==> config.mk <==
export PLATFORM = sky130hd
export DESIGN_NAME = exu_div
export DESIGN_NICKNAME = d
export VERILOG_FILES = /design/src/rtl/exu_div.sv
export SDC_FILE = /design/constraint.sdc
export NUM_CORES = 1
export LEC_CHECK = 0
export CORE_UTILIZATION = 54
export CTS_BUF_LIST = sky130_fd_sc_hd__clkbuf_16
export CTS_CLUSTER_DIAMETER = 50
export DETAILED_ROUTE_END_ITERATION = 12
export GPL_ROUTABILITY_DRIVEN = 0
export PLACE_DENSITY = 0.83
export SLEW_MARGIN = 0
export SYNTH_ARGS = -nofsm -noshare
export SYNTH_HDL_FRONTEND = slang
export SYNTH_SLANG_ARGS = --single-unit
==> constraint.sdc <==
create_clock -name clk -period 4.4 [get_ports clk]
set_input_delay 0.88 -clock clk [delete_from_list [all_inputs] [get_ports clk]]
set_output_delay 0.88 -clock clk [all_outputs]
set_load 0.01 [all_outputs]
==> src/rtl/exu_div.sv <==
// exu_div: iterative radix-2 restoring divider for RV32M DIV/DIVU/REM/REMU.
// Special cases finish on the accept cycle; normal ops take 32 CALC cycles.
package exu_div_pkg;
    typedef enum logic [2:0] {DIV_NONE, DIV_DIV, DIV_DIVU, DIV_REM, DIV_REMU} riscv_div_op_e;
    typedef struct packed {
        logic [31:0]   dataA;
        logic [31:0]   dataB;
        riscv_div_op_e opcode;
    } alu_div_t;
endpackage

module exu_div
    import exu_div_pkg::*;
(
    input  logic        clk,
    input  logic        rst,
    input  logic        in_valid,
    output logic        in_ready,
    input  alu_div_t    in_data,
    input  logic        flush,
    output logic        out_valid,
    input  logic        out_ready,
    output logic [31:0] out_result
);
    typedef enum logic [1:0] {IDLE, CALC, DONE} state_e;

    state_e      state;
    logic [4:0]  cnt;
    logic [31:0] remR, quo, divisor;
    logic        isRem, negQ, negR;
    logic        isSigned, isRemOp, aNeg, bNeg, divZero, ovf, special;
    logic [31:0] magA, magB, specialRes;
    logic [32:0] remShift, sub;
    logic        geq;
    logic [31:0] remNext, quoNext, finalRes;

    always_comb begin
        isSigned   = in_data.opcode == DIV_DIV || in_data.opcode == DIV_REM;
        isRemOp    = in_data.opcode == DIV_REM || in_data.opcode == DIV_REMU;
        aNeg       = isSigned & in_data.dataA[31];
        bNeg       = isSigned & in_data.dataB[31];
        magA       = aNeg ? -in_data.dataA : in_data.dataA;
        magB       = bNeg ? -in_data.dataB : in_data.dataB;
        divZero    = in_data.dataB == 32'd0;
        ovf        = isSigned && in_data.dataA == 32'h8000_0000 && in_data.dataB == 32'hFFFF_FFFF;
        special    = in_data.opcode == DIV_NONE || divZero || ovf;
        specialRes = in_data.opcode == DIV_NONE ? 32'd0 :
                     divZero ? (isRemOp ? in_data.dataA : 32'hFFFF_FFFF) :
                     (isRemOp ? 32'd0 : 32'h8000_0000);
        // remShift < 2*divisor always, so the borrow bit alone decides rem >= divisor
        remShift   = {remR, quo[31]};
        sub        = remShift - {1'b0, divisor};
        geq        = ~sub[32];
        remNext    = geq ? sub[31:0] : remShift[31:0];
        quoNext    = {quo[30:0], geq};
        finalRes   = isRem ? (negR ? -remNext : remNext) : (negQ ? -quoNext : quoNext);
    end

    assign in_ready = state == IDLE;

    always_ff @(posedge clk) begin
        if (rst) begin
            state      <= IDLE;
            out_valid  <= 1'b0;
            out_result <= 32'd0;
            cnt        <= 5'd0;
            remR       <= 32'd0;
            quo        <= 32'd0;
            divisor    <= 32'd0;
            isRem      <= 1'b0;
            negQ       <= 1'b0;
            negR       <= 1'b0;
        end else if (flush) begin
            state     <= IDLE;
            out_valid <= 1'b0;
            cnt       <= 5'd0;
        end else begin
            case (state)
                IDLE: if (in_valid) begin
                    isRem   <= isRemOp;
                    negQ    <= aNeg ^ bNeg;
                    negR    <= aNeg;
                    divisor <= magB;
                    quo     <= magA;
                    remR    <= 32'd0;
                    cnt     <= 5'd0;
                    if (special) begin
                        state      <= DONE;
                        out_valid  <= 1'b1;
                        out_result <= specialRes;
                    end else begin
                        state <= CALC;
                    end
                end
                CALC: begin
                    remR <= remNext;
                    quo  <= quoNext;
                    cnt  <= cnt + 5'd1;
                    if (cnt == 5'd31) begin
                        state      <= DONE;
                        out_valid  <= 1'b1;
                        out_result <= finalRes;
                    end
                end
                DONE: if (out_ready) begin
                    state     <= IDLE;
                    out_valid <= 1'b0;
                end
                default: state <= IDLE;
            endcase
        end
    end
endmodule
==> summary.txt <==
Critical path
  • CP Data Required Time: 4690 ps
  • CP arrival: 4470 ps
  • Critical Path Sink Type: register
  • WS Path Type: register to register
  • Crit-path max FO: 5
  • Crit-path max cell delay: 550 ps
  • Most frequent cell on the critical path: o31a_1
  • Crit start category: register
  • CP Cell Sequence: inv_1 -> ha_1 -> fa_1 -> nor2b_4 -> o31a_1 -> o21ai_2 -> a211o_1 -> o211a_4 -> nor4b_2 -> inv_2 -> o31a_1 -> xor2_1 -> a2111oi_2 -> buf_4 -> a311oi_1
  • CP max stage cell: a2111oi_2

Clock tree
  • Num CTS Buffers: 17
  • Hold Buf Count CTS: 0
  • Worst-Skew Late Latency: 440 ps
  • Maximum clock insertion buffer count: 2
  • H-tree levels: 4
  • Post-CTS Setup Bufs: 0
  • CTS root buf: clkbuf_16
  • CTS tree: yes
  • CTS sink cnt: 139
  • Clock transition at path regs: 70 ps

Job
  • Number of max-cap violations: 0

Detailed routing
  • Antenna-violating nets left: 0
  • Post-route DRC: 0
  • Vias after detailed routing: 13300
  • First drt pass iteration count: 7
  • Starting DRT DRC Count: 1472
  • DR vias/cell: 6.57
  • DRT Wirelength: 38600 µm
  • Wire per inst: 19.0 µm

Logic synthesis
  • Synth Flop Type: dfxtp_1
  • Post-synth EDFFs: 0
  • Synthesized Nets: 1780
  • Top post-synthesis cells by area: dfxtp_1 23%, nor2_1 8.0%, a21oi_1 5.6%, xnor2_1 5.0%, o21ai_0 4.8%
  • Mean Syn Cell Area: 7.19 µm²
  • Syn Inst Count: 1668
  • YS warnings: 0
  • Async SR Flop Fraction: 0%
  • Synth Register Bits: 139
  • Area leader, netlist: dfxtp_1
  • Synth top area share: 23.2%
  • Synthesized area: 12000 µm²
  • Sequential area share after synthesis: 23.2%
  • Unique masters post-synth: 89

Floorplanning
  • Die Area: 22800 µm²
  • Site row count: 54
  • CORE AREA: 21800 µm²
  • Chip Height: 151 µm
  • Initial Utilization: 55.0%
  • I/O pin count: 106
  • Die width: 151 µm

Timing
  • Worst rel slew slack: 36.9%
  • RSZ-0062 raised after global routing: no
  • Clock Skew: 11.1 ps
  • Min Tclk post-route: 4190 ps
  • Final Hold Fails: 0
  • Worst slew pin tran: 946 ps
  • Hold_ws: 454 ps
  • Crit share post-route: 95.2%
  • Final Slew Violations: 0
  • Peak Freq: 239 MHz
  • Endpoints failing setup: 0

GRT
  • First-pass GRT wire length: 61100 µm
  • Total gr overflow: 0
  • Pin count of the biggest net entering global routing: 70
  • GR Util All Layers: 34.0%
  • Initial antenna violation count: 0
  • Via count of the first global-routing pass: 12100

Final layout
  • Most frequent cells in the layout: 254 x nor2_1, 139 x dfxtp_1, 131 x a21oi_1
  • Antenna Cells: 0
  • Commonest non-fill, non-tap cell in the layout: nor2_1
  • Layout Utilization: 64.1%
  • Layout net count: 1846
  • Non-Filler Instances: 2027
  • Reg area: 2780 µm²
  • FILL cells: 1885
  • Multi-input gate area: 8550 µm²
  • Share of cells above drive strength 1: 8.59%
  • Layout area overhead: 16.6%

Place
  • Port Buffers: 105
  • Placed cells: 1995
  • Placed wire-length estimate: 28900 µm

Worst hold path
  • HP Class: register to register

Pwr
  • Leakage: 0.00524 µW
  • PD cells: 278 nW/µm²
  • Peak supply drop: 274 µV

Status
  • Outcome: finished clean
-- cells in the mapped netlist (all sizes together), types with 6 or more instances --
master	n
o21ai	121
nor2b	16
nand2	124
o22ai	8
dfxtp	139
mux2i	22
inv	59
nand2b	11
o211ai	18
nor4b	7
xor2	48
a31oi	12
o41ai	12
and3	7
a21oi	138
clkbuf	73
mux2	6
nor2	255
nand3	27
o31a	10
ha	39
xnor2	68
or4	18
nor4	22
a211oi	74
a21o	13
nand4	24
nor3	48
buf	38
or2	15
and2	16
o31ai	26
o21a	11
a311oi	25
or3	26
nor3b	6
a22oi	23
a211o	7
-- per-layer routing --
metal	global-route usage [%]	share of wire, %	up-vias
met1	44.3	41	6131
met2	53.9	45	771
met5	0	0	-
li1	-	-	6252
met4	15.3	4.4	0
met3	6.72	9.7	155
-- repair_timing --
item | in CTS | in global routing
endpoints found under the setup margin | 1 | 20
cloned | 0 | 0
pin swaps | 0 | 2
resized for setup | 1 | 10
-- layout make-up --
type | count | area share (%)
flip-flops and latches | 139 | 19.9
inverters | 60 | 1.65
repair buffers | 158 | 10.4
multi-input cells | 1358 | 61.1
clock inverters | 15 | 1.35
clock buffers | 17 | 3.04
well taps | 280 | 2.50
-- final timing paths --
path,slack (ps),startpoint,to,cells after the start
worst max-delay path,210,quo[31]$_SDFFE_PP0P_,out_result[31]$_SDFFE_PP0P_,15
worst min-delay path,450,divisor[31]$_SDFFE_PP0P_,divisor[31]$_SDFFE_PP0P_,2
worst max register to register,210,quo[31]$_SDFFE_PP0P_,out_result[31]$_SDFFE_PP0P_,15
worst min register to register,450,divisor[31]$_SDFFE_PP0P_,divisor[31]$_SDFFE_PP0P_,2
-- per-stage QoR --
stage | cell area [µm²] | total power (µW) | setup slack, ps | TNS [ps]
after global placement | 13300 | 2330 | -49.3 | -49.3
final | 14000 | 3890 | 211 | 0
after floorplan | 12000 | 2020 | 173 | 0
after CTS | 14000 | 3850 | 105 | 0
after detailed placement | 13300 | 2350 | -36.2 | -91.3
after global routing | 14000 | 4030 | 54.3 | 0
-- critical path: cells and delay by family, from the launching register on --
kind / cells / cell delay (ps)
adders and majority gates: 2 / 700
buffers and inverters: 3 / 390
xor gates and xnor gates: 1 / 180
DFF: 1 / 370
and+or+nand+nor: 2 / 550
AOI/OAI and AO/OA: 7 / 1830
-- cell families (layout without fill, tap and decap cells) --
group	count (synthesis)	count (layout)	share of synthesized area [%]
adder cells (fa/ha/maj)	40	40	4.24
AO/OA/AOI/OAI	538	538	30.0
flip-flops	139	139	23.2
AND/OR/NAND/NOR	636	636	25.7
buffers and inverters	171	250	5.94
multiplexers	28	28	2.40
XOR/XNOR	116	116	8.47
-- sequential cells by signal, summed over array words and instances (netlist names) --
register    count
cnt             5
divisor        32
isRem           1
negQ            1
negR            1
out_result     32
out_valid       1
quo            32
remR           32
state           2
-- power by group --
| group | internal, µW | switching, µW |
|---|---|---|
| logic | 389 | 598 |
| registers | 1320 | 66.4 |
| clock network | 903 | 621 |
Power figures use the tool's default switching activity.
